--- config.mk ---
export PLATFORM = sky130hd
export DESIGN_NAME = hdmi_frame_monitor
export DESIGN_NICKNAME = d
export VERILOG_FILES = /design/src/rtl/hdmi_frame_monitor.sv
export SDC_FILE = /design/constraint.sdc
export NUM_CORES = 1
export LEC_CHECK = 0
export ABC_CLOCK_PERIOD_IN_PS = 1750
export BUFFER_PORTS_ARGS = -buffer_cell sky130_fd_sc_hd__buf_2
export CELL_PAD_IN_SITES_DETAIL_PLACEMENT = 1
export CELL_PAD_IN_SITES_GLOBAL_PLACEMENT = 2
export CORE_ASPECT_RATIO = 1.75
export CORE_MARGIN = 10
export CORE_UTILIZATION = 32
export DETAILED_ROUTE_END_ITERATION = 6
export GPL_ROUTABILITY_DRIVEN = 0
export PLACE_DENSITY = 0.85
export SYNTH_ARGS = -nofsm -noshare
export SYNTH_HDL_FRONTEND = slang
export SYNTH_SLANG_ARGS = --single-unit
--- constraint.sdc ---
create_clock -name hdmi_clk -period 1.75 [get_ports hdmi_clk]
set_clock_uncertainty 0.1 [all_clocks]
set_input_delay 0.35 -clock hdmi_clk [delete_from_list [all_inputs] [get_ports hdmi_clk]]
set_output_delay 0.35 -clock hdmi_clk [all_outputs]
set_load 0.1 [all_outputs]
--- src/rtl/hdmi_frame_monitor.sv ---
// HDMI receive-side frame monitor: measures line length, line count and a rotating
// XOR signature per frame, with sticky resolution error flags.
module hdmi_frame_monitor #(
  parameter int H_RES  = 64,
  parameter int V_RES  = 64,
  parameter int DATA_W = 32,
  parameter bit VS_INV = 1'b1
) (
  input  logic              hdmi_clk,
  input  logic              hdmi_rst_n,
  input  logic              hdmi_vs,
  input  logic              hdmi_de,
  input  logic [DATA_W-1:0] hdmi_data,
  input  logic              err_clr,
  output logic              frame_valid,
  output logic [15:0]       frame_cnt,
  output logic [15:0]       line_len,
  output logic [15:0]       line_num,
  output logic [31:0]       frame_chk,
  output logic              err_hres,
  output logic              err_vres
);

  typedef enum logic {SYNC_WAIT, FRAME} state_e;

  state_e      state_q, state_d;
  logic        vs_q, de_q;
  logic [15:0] pix_cnt_q, pix_cnt_d;
  logic [15:0] lin_cnt_q, lin_cnt_d;
  logic [31:0] sig_q, sig_d;
  logic        fv_q, fv_d;
  logic [15:0] frame_cnt_q, frame_cnt_d;
  logic [15:0] line_len_q, line_len_d;
  logic [15:0] line_num_q, line_num_d;
  logic [31:0] frame_chk_q, frame_chk_d;
  logic        err_hres_q, err_hres_d;
  logic        err_vres_q, err_vres_d;
  logic        hres_set, vres_set;

  logic        vs_i, fs, le, in_frame;
  logic [23:0] pixel;
  logic        unused_data;

  assign vs_i        = hdmi_vs ^ VS_INV;
  assign fs          = vs_i & ~vs_q;
  assign le          = ~hdmi_de & de_q;
  assign in_frame    = (state_q == FRAME);
  assign pixel       = hdmi_data[23:0];
  assign unused_data = ^hdmi_data;

  always_comb begin
    state_d     = state_q;
    pix_cnt_d   = pix_cnt_q;
    lin_cnt_d   = lin_cnt_q;
    sig_d       = sig_q;
    fv_d        = 1'b0;
    frame_cnt_d = frame_cnt_q;
    line_len_d  = line_len_q;
    line_num_d  = line_num_q;
    frame_chk_d = frame_chk_q;
    hres_set    = 1'b0;
    vres_set    = 1'b0;

    if (fs) begin
      // A pixel on the FS cycle already belongs to the new frame; an open line is dropped.
      state_d   = FRAME;
      lin_cnt_d = 16'd0;
      pix_cnt_d = hdmi_de ? 16'd1 : 16'd0;
      sig_d     = hdmi_de ? {8'h00, pixel} : 32'd0;
      if (in_frame) begin
        line_num_d  = lin_cnt_q;
        frame_chk_d = sig_q;
        frame_cnt_d = frame_cnt_q + 16'd1;
        fv_d        = 1'b1;
        vres_set    = (lin_cnt_q != 16'(V_RES));
        hres_set    = de_q;
      end
    end else if (in_frame) begin
      if (hdmi_de) begin
        pix_cnt_d = (pix_cnt_q == 16'hFFFF) ? pix_cnt_q : pix_cnt_q + 16'd1;
        sig_d     = {sig_q[30:0], sig_q[31]} ^ {8'h00, pixel};
      end
      if (le) begin
        line_len_d = pix_cnt_q;
        hres_set   = (pix_cnt_q != 16'(H_RES));
        lin_cnt_d  = (lin_cnt_q == 16'hFFFF) ? lin_cnt_q : lin_cnt_q + 16'd1;
        pix_cnt_d  = 16'd0;
      end
    end

    err_hres_d = hres_set | (err_hres_q & ~err_clr);
    err_vres_d = vres_set | (err_vres_q & ~err_clr);
  end

  // vs_q resets high so a sync already active at reset release is not an edge.
  always_ff @(posedge hdmi_clk or negedge hdmi_rst_n) begin
    if (!hdmi_rst_n) begin
      state_q     <= SYNC_WAIT;
      vs_q        <= 1'b1;
      de_q        <= 1'b0;
      pix_cnt_q   <= 16'd0;
      lin_cnt_q   <= 16'd0;
      sig_q       <= 32'd0;
      fv_q        <= 1'b0;
      frame_cnt_q <= 16'd0;
      line_len_q  <= 16'd0;
      line_num_q  <= 16'd0;
      frame_chk_q <= 32'd0;
      err_hres_q  <= 1'b0;
      err_vres_q  <= 1'b0;
    end else begin
      state_q     <= state_d;
      vs_q        <= vs_i;
      de_q        <= hdmi_de;
      pix_cnt_q   <= pix_cnt_d;
      lin_cnt_q   <= lin_cnt_d;
      sig_q       <= sig_d;
      fv_q        <= fv_d;
      frame_cnt_q <= frame_cnt_d;
      line_len_q  <= line_len_d;
      line_num_q  <= line_num_d;
      frame_chk_q <= frame_chk_d;
      err_hres_q  <= err_hres_d;
      err_vres_q  <= err_vres_d;
    end
  end

  assign frame_valid = fv_q;
  assign frame_cnt   = frame_cnt_q;
  assign line_len    = line_len_q;
  assign line_num    = line_num_q;
  assign frame_chk   = frame_chk_q;
  assign err_hres    = err_hres_q;
  assign err_vres    = err_vres_q;

endmodule

==> flow_summary.ini <==
[synth]
synthTopCellsByArea = dfrtp_1 54%, mux2_2 11%, a21oi_1 5.2%, nand2_1 3.4%, xnor2_1 2.3%
synth_edf_count = 0
yosysWarnings = 0
ys_ff_latch = 150
synthArstFlopShare_pct = 100
synth_top_area_share_pct = 54.0
syn_nets = 697
synth.largest_area_cell = dfrtp_1
mappedNetlistArea_mm2 = 0.00691
netlist_instances = 655
synthFlopType = dfrtp_1
yosysSeqAreaShare_pct = 54.3
syn_avg_cell_area_um2 = 10.5
synth_cell_types = 52

[finish]
drive_gt1_share_pct = 43.8
multi_input_area_mm2 = 0.00310
diodes = 0
syn2layout_area_growth_pct = 38.1
fill_cells = 2420
final_common_cell = dfrtp_1
regArea_mm2 = 0.00379
final_nets = 902
fin_util_pct = 44.6
layout_common_cells = 136 x dfrtp_1, 105 x buf_4, 93 x buf_2, 70 x a21oi_1, 65 x mux2_2

[worst_setup_path]
slowest_stage = or3_4
worstSetupStartpoint = pix_cnt_q[1]
startpoint_type = flip-flop
required_ps = 1980
path_cells = ha_2 -> nand3_4 -> or3_4 -> nor3_4 -> buf_6 -> o311ai_1 -> o31ai_1
worst_ep_arrival_time_ps = 2040
path_class = reg -> reg
r2r_start = pix_cnt_q[1]
critPathMaxFanout = 6
ff2ff_path_depth = 7
end_kind = flip-flop
cp_slowest_stage_delay_ps = 400

[detailed_routing]
viasPerCell = 5.03
first_iter_violations = 233
drc = 0
wirelength_um = 21400
dr.pass1.iters = 4
antenna_left = 0
wl_per_cell_um = 18.4
vias = 5863

[timing]
slew_headroom_pct = 66.4
setup_violations = 9
fin_ws_ps = -59.7
fmax_ghz = 0.553
worstMarginPinSlew_ps = 508
rsz0062_at_grt = true
finalHoldViolations = 0
fin_crit_ps = 1810
finalCritPeriodShare_pct = 103
slew_violations = 0

[floorplan]
core_mm2 = 0.0214
dieHeight_um = 214
initial_core_util_pct = 32.3
dieArea_mm2 = 0.0281
die_w_um = 131
io_pins = 120
rows = 71

[power]
vdd_drop_max_v = 0.000687
p_total_mw = 11.5
p_leak_nw = 4.56
power.density_mw_per_mm2 = 1210

[global_route]
grt_max_degree = 57
grt_pass1_vias = 6466
grt_pass1_wl_um = 34200
antenna_found_initial = 0
overflow = 0
groute.usage.overall_pct = 15.4

[clock_tree]
clock_latency_ps = 440
cts_root_buffer = clkbuf_16
cts_tree = yes
cts_buffers = 17
clock_sinks = 150
htreeDepth = 4
path_clk_slew_ps = 60
ctsLongestPathBuffers = 2

[hold_path]
hold_class = in -> reg
min_path_cells = 3
min_from = hdmi_vs

[placed_design]
dp_slack_ps = -135
io_buffers = 111
dp_hpwl_um = 15200

[outcome]
failed_checks = negative setup slack
status = finished with violations

[flow_run]
maxCapViolations = 0
[cells by family after synthesis]
logic type,Yosys count,share of synthesized area (%)
AOI/OAI and AO/OA,141,11.9
xor gates and xnor gates,28,3.55
adders and majority gates,5,0.905
buffers and inverters,71,4.18
DFF,150,54.3
muxes,66,10.7
and+or+nand+nor,194,14.4
[cells in the mapped netlist, drive strengths merged (11+ instances only)]
library cell    n
nand3          27
nand2          63
a21oi          73
mux2           65
inv            33
o21ai          16
nor2           21
clkbuf         18
dfrtp         149
nor3           32
o22ai          25
nand4          11
buf            20
xnor2          18
[metal layers]
metal  track usage, %  wire length, um  up-vias
met5                0                0        -
met2             28.2            12000      122
met3             3.64              813       34
met4             6.52              495        0
met1             16.1             8110     2969
li1                 -                -     2738
[cell type report]
type / count / share of cell area (%)
sequential: 150 / 39.7
timing repair buffer: 224 / 16.6
tap: 292 / 3.83
inverter: 33 / 1.30
clock inverter: 11 / 1.32
clock buffer: 21 / 4.72
multi-input combinational: 434 / 32.5
[power by group]
group	internal, mW	switching, mW	total, mW
registers	3.90	0.277	4.17
logic	0.952	2.76	3.71
clock network	2.14	1.50	3.64
[final timing paths]
| check | slack, ps | end |
|---|---|---|
| hold / removal | 60 | vs_q |
| min in group asynchronous | 250 | frame_chk[6] |
| max in group asynchronous | 650 | vs_q |
| hold reg to reg | 360 | frame_cnt[15] |
| setup / recovery | -60 | pix_cnt_q[7] |
| setup reg to reg | -60 | pix_cnt_q[7] |
[critical path, delay by kind of cell (launching register included)]
kind	cells	cell delay (ps)
flip-flops	1	350
AO/OA/AOI/OAI	2	220
adder cells (fa/ha/maj)	1	210
buffers and inverters	1	160
AND/OR/NAND/NOR	3	650
[through the flow]
step	hold WS, ps	TNS, ps	instance area [um^2]	cells
2_1_floorplan	-45.6	-351	6960	655
3_3_place_gp	149	-1170	8560	1118
3_5_place_dp	150	-1960	8560	1118
4_1_cts	38.1	-796	9330	1155
5_1_grt	46.7	-1510	9540	1165
6_report	57.3	-205	9540	1165
[what timing repair did]
action	in CTS	in global routing
endpoints found under the hold margin	31	0
resized for setup	45	34
buffers inserted	4	10
pin swaps	14	19
hold buffers	2	0
endpoints found under the setup margin	39	55
[state kept, by name, indices dropped and copies added, names as in the netlist]
name,count
frame_chk,32
sig_q,32
frame_cnt,16
lin_cnt_q,16
line_len,16
line_num,16
pix_cnt_q,16
de_q,1
err_hres,1
err_vres,1
frame_valid,1
in_frame,1
vs_q,1
(Power assumes the default switching activity.)
